**src/rtl/alu_pkg.sv**
```systemverilog
`default_nettype none
// ============================================================================
//  Module      : alu_pkg
//  Description : Shared constants and types for the sequential ALU unit.
//                ALU control codes, R-type funct encodings, ALUOp encodings,
//                FSM state type and the ALUOp/funct decode function.
//                Configuration macro ALU_MULT_EN: when defined, funct 011000
//                decodes to MUL; otherwise it falls to the illegal/ADD rule.
//  Revision    : 1.0 - initial release
// ============================================================================
package alu_pkg;

    // ALU control codes presented on alu_ctrl
    localparam logic [3:0] c_CTRL_AND = 4'b0000;
    localparam logic [3:0] c_CTRL_OR  = 4'b0001;
    localparam logic [3:0] c_CTRL_ADD = 4'b0010;
    localparam logic [3:0] c_CTRL_SUB = 4'b0110;
    localparam logic [3:0] c_CTRL_SLT = 4'b0111;
    localparam logic [3:0] c_CTRL_NOR = 4'b1100;
    localparam logic [3:0] c_CTRL_MUL = 4'b1000;

    // R-type funct field encodings
    localparam logic [5:0] c_FN_ADD = 6'b100000;
    localparam logic [5:0] c_FN_SUB = 6'b100010;
    localparam logic [5:0] c_FN_AND = 6'b100100;
    localparam logic [5:0] c_FN_OR  = 6'b100101;
    localparam logic [5:0] c_FN_SLT = 6'b101010;
    localparam logic [5:0] c_FN_NOR = 6'b100111;
    localparam logic [5:0] c_FN_MUL = 6'b011000;

    // ALUOp encodings from the main control unit
    localparam logic [1:0] c_OP_ADD   = 2'b00;
    localparam logic [1:0] c_OP_SUB   = 2'b01;
    localparam logic [1:0] c_OP_RTYPE = 2'b10;

    // FSM state encoding
    typedef logic [0:0] state_t;
    localparam state_t c_ST_IDLE = 1'b0;
    localparam state_t c_ST_MULT = 1'b1;

    typedef struct packed {
        logic [3:0] ctrl;
        logic       illegal;
    } decode_t;

    // Anything not explicitly listed decodes as ADD and is flagged illegal.
    function automatic decode_t alu_decode(input logic [1:0] op, input logic [5:0] fn);
        decode_t d;
        d.ctrl    = c_CTRL_ADD;
        d.illegal = 1'b0;
        case (op)
            c_OP_ADD: d.ctrl = c_CTRL_ADD;
            c_OP_SUB: d.ctrl = c_CTRL_SUB;
            c_OP_RTYPE: begin
                case (fn)
                    c_FN_ADD: d.ctrl = c_CTRL_ADD;
                    c_FN_SUB: d.ctrl = c_CTRL_SUB;
                    c_FN_AND: d.ctrl = c_CTRL_AND;
                    c_FN_OR:  d.ctrl = c_CTRL_OR;
                    c_FN_SLT: d.ctrl = c_CTRL_SLT;
                    c_FN_NOR: d.ctrl = c_CTRL_NOR;
`ifdef ALU_MULT_EN
                    c_FN_MUL: d.ctrl = c_CTRL_MUL;
`endif
                    default:  d.illegal = 1'b1;
                endcase
            end
            default: d.illegal = 1'b1;
        endcase
        return d;
    endfunction

endpackage
`default_nettype wire

```
**src/rtl/alu_mult_iter.sv**
```systemverilog
`default_nettype none
// ============================================================================
//  Module      : alu_mult_iter
//  Description : Iterative unsigned shift-add multiplier, one partial product
//                per cycle, WIDTH iterations per operation. Keeps the low
//                WIDTH bits of the product.
//                Compiled only when ALU_MULT_EN is defined.
//  Ports       : clk, rst_n (async, active low), start (load operands a/b),
//                abort (cancel in-flight op), busy (iterations remaining),
//                done (final iteration happens at the coming edge),
//                product (valid while done is high)
//  Revision    : 1.0 - initial release
// ============================================================================
`ifdef ALU_MULT_EN
module alu_mult_iter #(
    parameter int WIDTH = 32
) (
    input  logic             clk,
    input  logic             rst_n,
    input  logic             start,
    input  logic [WIDTH-1:0] a,
    input  logic [WIDTH-1:0] b,
    input  logic             abort,
    output logic             busy,
    output logic             done,
    output logic [WIDTH-1:0] product
);

    localparam int c_CW = $clog2(WIDTH + 1);

    logic [WIDTH-1:0] r_mcand;
    logic [WIDTH-1:0] r_mplier;
    logic [WIDTH-1:0] r_acc;
    logic [c_CW-1:0]  r_count;
    logic [WIDTH-1:0] w_acc_nxt;

    // Accumulator after the current iteration; on the last iteration this is
    // the finished product, so it is handed out combinationally with done.
    assign w_acc_nxt = r_acc + (r_mplier[0] ? r_mcand : '0);
    assign busy      = (r_count != '0);
    assign done      = (r_count == c_CW'(1));
    assign product   = w_acc_nxt;

    always_ff @(posedge clk or negedge rst_n) begin
        if (!rst_n) begin
            r_mcand  <= '0;
            r_mplier <= '0;
            r_acc    <= '0;
            r_count  <= '0;
        end else if (abort) begin
            r_count  <= '0;
        end else if (start) begin
            r_mcand  <= a;
            r_mplier <= b;
            r_acc    <= '0;
            r_count  <= c_CW'(WIDTH);
        end else if (busy) begin
            r_acc    <= w_acc_nxt;
            r_mcand  <= r_mcand << 1;
            r_mplier <= r_mplier >> 1;
            r_count  <= r_count - c_CW'(1);
        end
    end

endmodule
`endif
`default_nettype wire

```
**src/rtl/alu_seq_unit.sv**
```systemverilog
`default_nettype none
// ============================================================================
//  Module      : alu_seq_unit
//  Description : ALU control decode + execute with registered result.
//                Single-cycle ops accept one per cycle with latency 1.
//                With ALU_MULT_EN defined, MUL runs on an iterative
//                multiplier for WIDTH cycles while in_ready is held low.
//  Ports       : clk, rst_n (async, active low)
//                alu_op[1:0], funct[5:0], a, b, in_valid / in_ready
//                flush (abort in-flight op, drop pending output)
//                result, zero, alu_ctrl[3:0], illegal, out_valid (1-cycle)
//  Revision    : 1.0 - initial release
// ============================================================================
module alu_seq_unit
    import alu_pkg::*;
#(
    parameter int WIDTH = 32
) (
    input  logic             clk,
    input  logic             rst_n,
    input  logic [1:0]       alu_op,
    input  logic [5:0]       funct,
    input  logic [WIDTH-1:0] a,
    input  logic [WIDTH-1:0] b,
    input  logic             in_valid,
    output logic             in_ready,
    input  logic             flush,
    output logic [WIDTH-1:0] result,
    output logic             zero,
    output logic [3:0]       alu_ctrl,
    output logic             illegal,
    output logic             out_valid
);

    decode_t          w_dec;
    logic [WIDTH-1:0] w_exec;
    logic             w_accept;
    logic             w_is_mul;
    logic             w_mul_done;
    logic [WIDTH-1:0] w_mul_product;

    logic [WIDTH-1:0] r_result;
    logic [3:0]       r_ctrl;
    logic             r_illegal;
    logic             r_out_valid;

    assign w_dec    = alu_decode(alu_op, funct);
    assign w_accept = in_valid & in_ready;

    // Single-cycle execute; MUL never reaches this path.
    always_comb begin
        w_exec = a + b;
        case (w_dec.ctrl)
            c_CTRL_AND: w_exec = a & b;
            c_CTRL_OR:  w_exec = a | b;
            c_CTRL_SUB: w_exec = a - b;
            c_CTRL_SLT: w_exec = {{(WIDTH-1){1'b0}}, ($signed(a) < $signed(b))};
            c_CTRL_NOR: w_exec = ~(a | b);
            default:    w_exec = a + b;
        endcase
    end

`ifdef ALU_MULT_EN
    state_t r_state;
    state_t w_state_nxt;
    logic   w_mul_busy;

    assign w_is_mul = (w_dec.ctrl == c_CTRL_MUL);

    always_ff @(posedge clk or negedge rst_n) begin
        if (!rst_n) begin
            r_state <= c_ST_IDLE;
        end else begin
            r_state <= w_state_nxt;
        end
    end

    always_comb begin
        w_state_nxt = r_state;
        if (flush) begin
            w_state_nxt = c_ST_IDLE;
        end else begin
            case (r_state)
                c_ST_IDLE: if (w_accept && w_is_mul) w_state_nxt = c_ST_MULT;
                c_ST_MULT: if (w_mul_done)           w_state_nxt = c_ST_IDLE;
                default:                             w_state_nxt = c_ST_IDLE;
            endcase
        end
    end

    // Busy is redundant with the MULT state; it guards against any skew
    // between the FSM and the multiplier's own iteration counter.
    always_comb begin
        in_ready = (r_state == c_ST_IDLE) & ~w_mul_busy & ~flush;
    end

    alu_mult_iter #(
        .WIDTH   (WIDTH)
    ) u_mult (
        .clk     (clk),
        .rst_n   (rst_n),
        .start   (w_accept & w_is_mul),
        .a       (a),
        .b       (b),
        .abort   (flush),
        .busy    (w_mul_busy),
        .done    (w_mul_done),
        .product (w_mul_product)
    );
`else
    assign w_is_mul      = 1'b0;
    assign w_mul_done    = 1'b0;
    assign w_mul_product = '0;

    always_comb begin
        in_ready = ~flush;
    end
`endif

    // Result registers only change on a completion; flush drops the pulse
    // and leaves the previous result visible.
    always_ff @(posedge clk or negedge rst_n) begin
        if (!rst_n) begin
            r_result    <= '0;
            r_ctrl      <= c_CTRL_ADD;
            r_illegal   <= 1'b0;
            r_out_valid <= 1'b0;
        end else begin
            r_out_valid <= 1'b0;
            if (!flush) begin
                if (w_mul_done) begin
                    r_result    <= w_mul_product;
                    r_ctrl      <= c_CTRL_MUL;
                    r_illegal   <= 1'b0;
                    r_out_valid <= 1'b1;
                end else if (w_accept && !w_is_mul) begin
                    r_result    <= w_exec;
                    r_ctrl      <= w_dec.ctrl;
                    r_illegal   <= w_dec.illegal;
                    r_out_valid <= 1'b1;
                end
            end
        end
    end

    assign result    = r_result;
    assign zero      = (r_result == '0);
    assign alu_ctrl  = r_ctrl;
    assign illegal   = r_illegal;
    assign out_valid = r_out_valid;

endmodule
`default_nettype wire

```
**config.mk**
```make
export PLATFORM = sky130hd
export DESIGN_NAME = alu_seq_unit
export DESIGN_NICKNAME = d
export VERILOG_FILES = /design/src/rtl/alu_pkg.sv /design/src/rtl/alu_mult_iter.sv /design/src/rtl/alu_seq_unit.sv
export SDC_FILE = /design/constraint.sdc
export NUM_CORES = 1
export LEC_CHECK = 0
export ABC_CLOCK_PERIOD_IN_PS = 920
export BUFFER_PORTS_ARGS = -buffer_cell sky130_fd_sc_hd__buf_2
export CORE_ASPECT_RATIO = 1.75
export CORE_MARGIN = 2
export CORE_UTILIZATION = 35
export DETAILED_ROUTE_END_ITERATION = 6
export PLACE_DENSITY_LB_ADDON = 0.2
export SLEW_MARGIN = 10
export SYNTH_ARGS = -nofsm -noshare
export SYNTH_HDL_FRONTEND = slang
export SYNTH_HIERARCHICAL = 1
export SYNTH_SLANG_ARGS = --single-unit
```
**constraint.sdc**
```tcl
create_clock -name clk -period 0.92 [get_ports clk]
set_input_delay 0 -clock clk [delete_from_list [all_inputs] [get_ports clk]]
set_output_delay 0 -clock clk [all_outputs]
set_load 0.01 [all_outputs]
```
==> results by group <==
STA
  • Measured slew at the worst slew-check pin: 0.5018 ns
  • Achievable Freq: 411.1 MHz
  • Max Slew Vio Count: 0
  • Clock period minus worst slack: 2.433 ns
  • Tcrit/Tclk final: 264.4%
  • Slew HR: 66.39%
  • Final Skew: 0 ns
  • Final setup fails: 61
  • RSZ-0062 raised after global routing: yes
  • Hold Fails Final Rpt: 0
  • Final setup margin: -1.513 ns

Clock tree
  • Clock root buffer: clkbuf_16
  • Clk buf depth: 2
  • Reg clk slew, reported paths: 0.06 ns
  • CTS sink cnt: 38
  • CTS tree: built
  • H-Tree Level Count: 2
  • Num CTS Buffers: 5
  • Clk_lat worst skew: 0.29 ns

Critical path
  • Crit path max fanout: 4
  • R2r startpoint: result[14]$_DFFE_PN0P_
  • R2r endpoint: result[14]$_DFFE_PN0P_
  • Reg2Reg Depth: 3
  • WP buf/inv: 4
  • Critical path's top delay family: compound AO/OA/AOI/OAI gates
  • R2R Setup Slk: -0.16 ns
  • Slowest CP cell: o41ai_2
  • WP data arrival: 2.62 ns
  • Crit Path Category: primary input to flip-flop
  • Startpoint Class: primary input
  • CP required: 1.11 ns
  • Slowest Stage Delay on Critical Path: 0.42 ns
  • Worst-path cell chain: buf_8, inv_4, ha_4, fa_2, o21bai_4, nand3b_1, a31oi_2, buf_4, o211ai_1, nand2_2, buf_6, a211oi_4, o41ai_2, xor2_1, o221ai_1, o21a_1
  • Kind of end point of the critical path: flip-flop

Global route
  • Largest net degree at the start of global routing: 39
  • Total grt overflow: 0
  • Antenna violations before repair: 1
  • All-layer global routing usage: 30.57%
  • Vias in the first global route: 9555
  • First-pass GRT wire length: 47220 microns

Final layout
  • Nets: 1583
  • Fill count: 1401
  • Layout cell share with drive strength beyond 1: 54.94%
  • Layout area overhead: 96.43%
  • Cell Count, Final, Fillers Out: 1642

Routing
  • DRT Wirelength: 32080 microns
  • WL/cell: 19.54 microns
  • Starting DRT DRC Count: 705
  • Vias: 9435
  • DRT antenna net count: 0
  • Drc violations: 0
  • First drt pass iteration count: 5
  • Via density: 5.746

Synth
  • Mean post-synth cell area: 7.152 sq um
  • Post-synthesis sequential area ratio: 14.69%
  • Largest area contributor in the netlist: ha_1
  • Yosys top cell area share: 19.12%
  • Cell count after synthesis: 906
  • Number of synthesized flops with an enable pin: 0
  • Mapped Area: 6480 sq um
  • YS warnings: 6
  • Synth top area cells: ha_1 19%, dfrtp_1 14%, a21oi_1 7.0%
  • Post-synthesis cell type count: 73
  • Count leader, synth: nor2_1
  • Top FF cell, synth: dfrtp_1
  • Fraction of registers with async set/reset: 100.0%
  • Post-synth top cells: 119 x nor2_1, 99 x ha_1, 98 x inv_1
  • Net Count, Synth: 1083
  • Yosys reg bits: 38

Placement
  • Final HPWL DP: 23190 microns
  • Post-placement worst setup slack: -1.950 ns
  • Gpl congestion: 1.021
  • Placed cells: 1568
  • Port Buffer Count: 115

Power and ir drop
  • Leakage Power: 0.006079 uW
  • Maximum VDD drop: 0.0008674 V
  • Final Power: 13460 uW
  • Pwr dens: 1058 nW/um^2

Floorplan
  • Die Y: 184 microns
  • Die W: 106.9 microns
  • Die Area: 19660 sq um
  • I/O pin total: 116
  • Effective utilization at floorplan: 35.89%
  • CORE AREA: 18050 sq um
  • # rows: 65

Min path
  • Hold Path Class: primary input to async pin

Status
  • Status: finished, violations left
  • Failing checks: negative setup slack

Flow run
  • Number of max-cap violations: 0
## tightest hold or removal path, cell delays in order
cell and delay [ns]:
dlygate4sd3_1 0.52, buf_2 0.12, buf_12 0.22
## metal layers
| metal | vias to the layer above | global-route usage (%) | wire length, microns |
|---|---|---|---|
| met4 | 0 | 23.38 | 2895 |
| li1 | 4292 | - | - |
| met2 | 484 | 57.38 | 16790 |
| met5 | - | 0 | 0 |
| met3 | 191 | 3.155 | 1782 |
| met1 | 4468 | 30.05 | 10620 |
## cell usage in the layout, fill, tap and decap left out, types with 10 or more instances in the layout
cell type / count
o21ai_1: 24
nand2_1: 55
ha_1: 75
a21oi_1: 61
buf_8: 10
ha_4: 22
nor2_1: 102
xnor2_1: 11
inv_1: 73
inv_2: 12
o21ai_0: 14
buf_6: 106
a21oi_2: 21
buf_2: 59
a221oi_2: 17
o21ai_2: 11
nor3_1: 10
a221oi_1: 12
buf_12: 11
a21o_1: 10
o211ai_1: 10
buf_4: 351
dfrtp_1: 37
o21bai_1: 11
## where the power goes
group / internal [uW] / switching [uW]
Clock: 1070 / 728
Sequential: 2000 / 317
Combinational: 4900 / 4450
Total: 7970 / 5490
## worst max path at each step
stage | cells after the start | endpoint | startpoint
after floorplan | 12 | result[31]$_DFFE_PN0P_ | b[1]
after CTS | 15 | result[30]$_DFFE_PN0P_ | a[1]
final | 16 | result[30]$_DFFE_PN0P_ | a[0]
after global routing | 16 | result[30]$_DFFE_PN0P_ | a[0]
after global placement | 14 | result[28]$_DFFE_PN0P_ | b[0]
after detailed placement | 14 | result[28]$_DFFE_PN0P_ | b[0]
## per-stage QoR
step | hold WS (ns) | area, sq um | TNS [ns] | utilization [%]
floorplan | -0.2956 | 7049 | -33.91 | -
global placement | -0.009436 | 10370 | -51.09 | 57.44
detailed placement | -0.01072 | 10370 | -51.88 | 57.44
CTS | 0.2032 | 11980 | -36.74 | 66.33
global route | 0.2247 | 12730 | -42.24 | 70.50
finish | 0.1906 | 12730 | -39.19 | 70.50
## flip-flops by register name, summed over array words and instances, names as in the netlist
register / cells
out_valid: 1
result: 32
alu_ctrl: 4
illegal: 1
## logic make-up after synthesis
group                      synth area share [%]
xor gates and xnor gates                  2.568
buffers and inverters                     8.689
and+or+nand+nor                           19.31
DFF                                       14.69
AOI/OAI and AO/OA                         34.08
muxes                                    0.9269
adders and majority gates                 19.73
## timing repair
action	CTS	global route
setup buffers	62	48
setup endpoints to repair	68	68
gates resized for setup	261	139
pin swaps	93	91
hold endpoints to repair	38	0
cloned	3	0
hold buffers	1	0
## layout make-up
cell class	instances	area, sq um	share of cell area (%)
clock inverters	2	12.51	0.09830
inverters	98	442.9	3.480
well taps	234	292.8	2.300
clock buffers	6	138.9	1.091
diodes	1	2.502	0.01966
multi-input cells	725	6382	50.14
flip-flops and latches	38	952.2	7.481
repair buffers	538	4504	35.39
(Power assumes the default switching activity.)
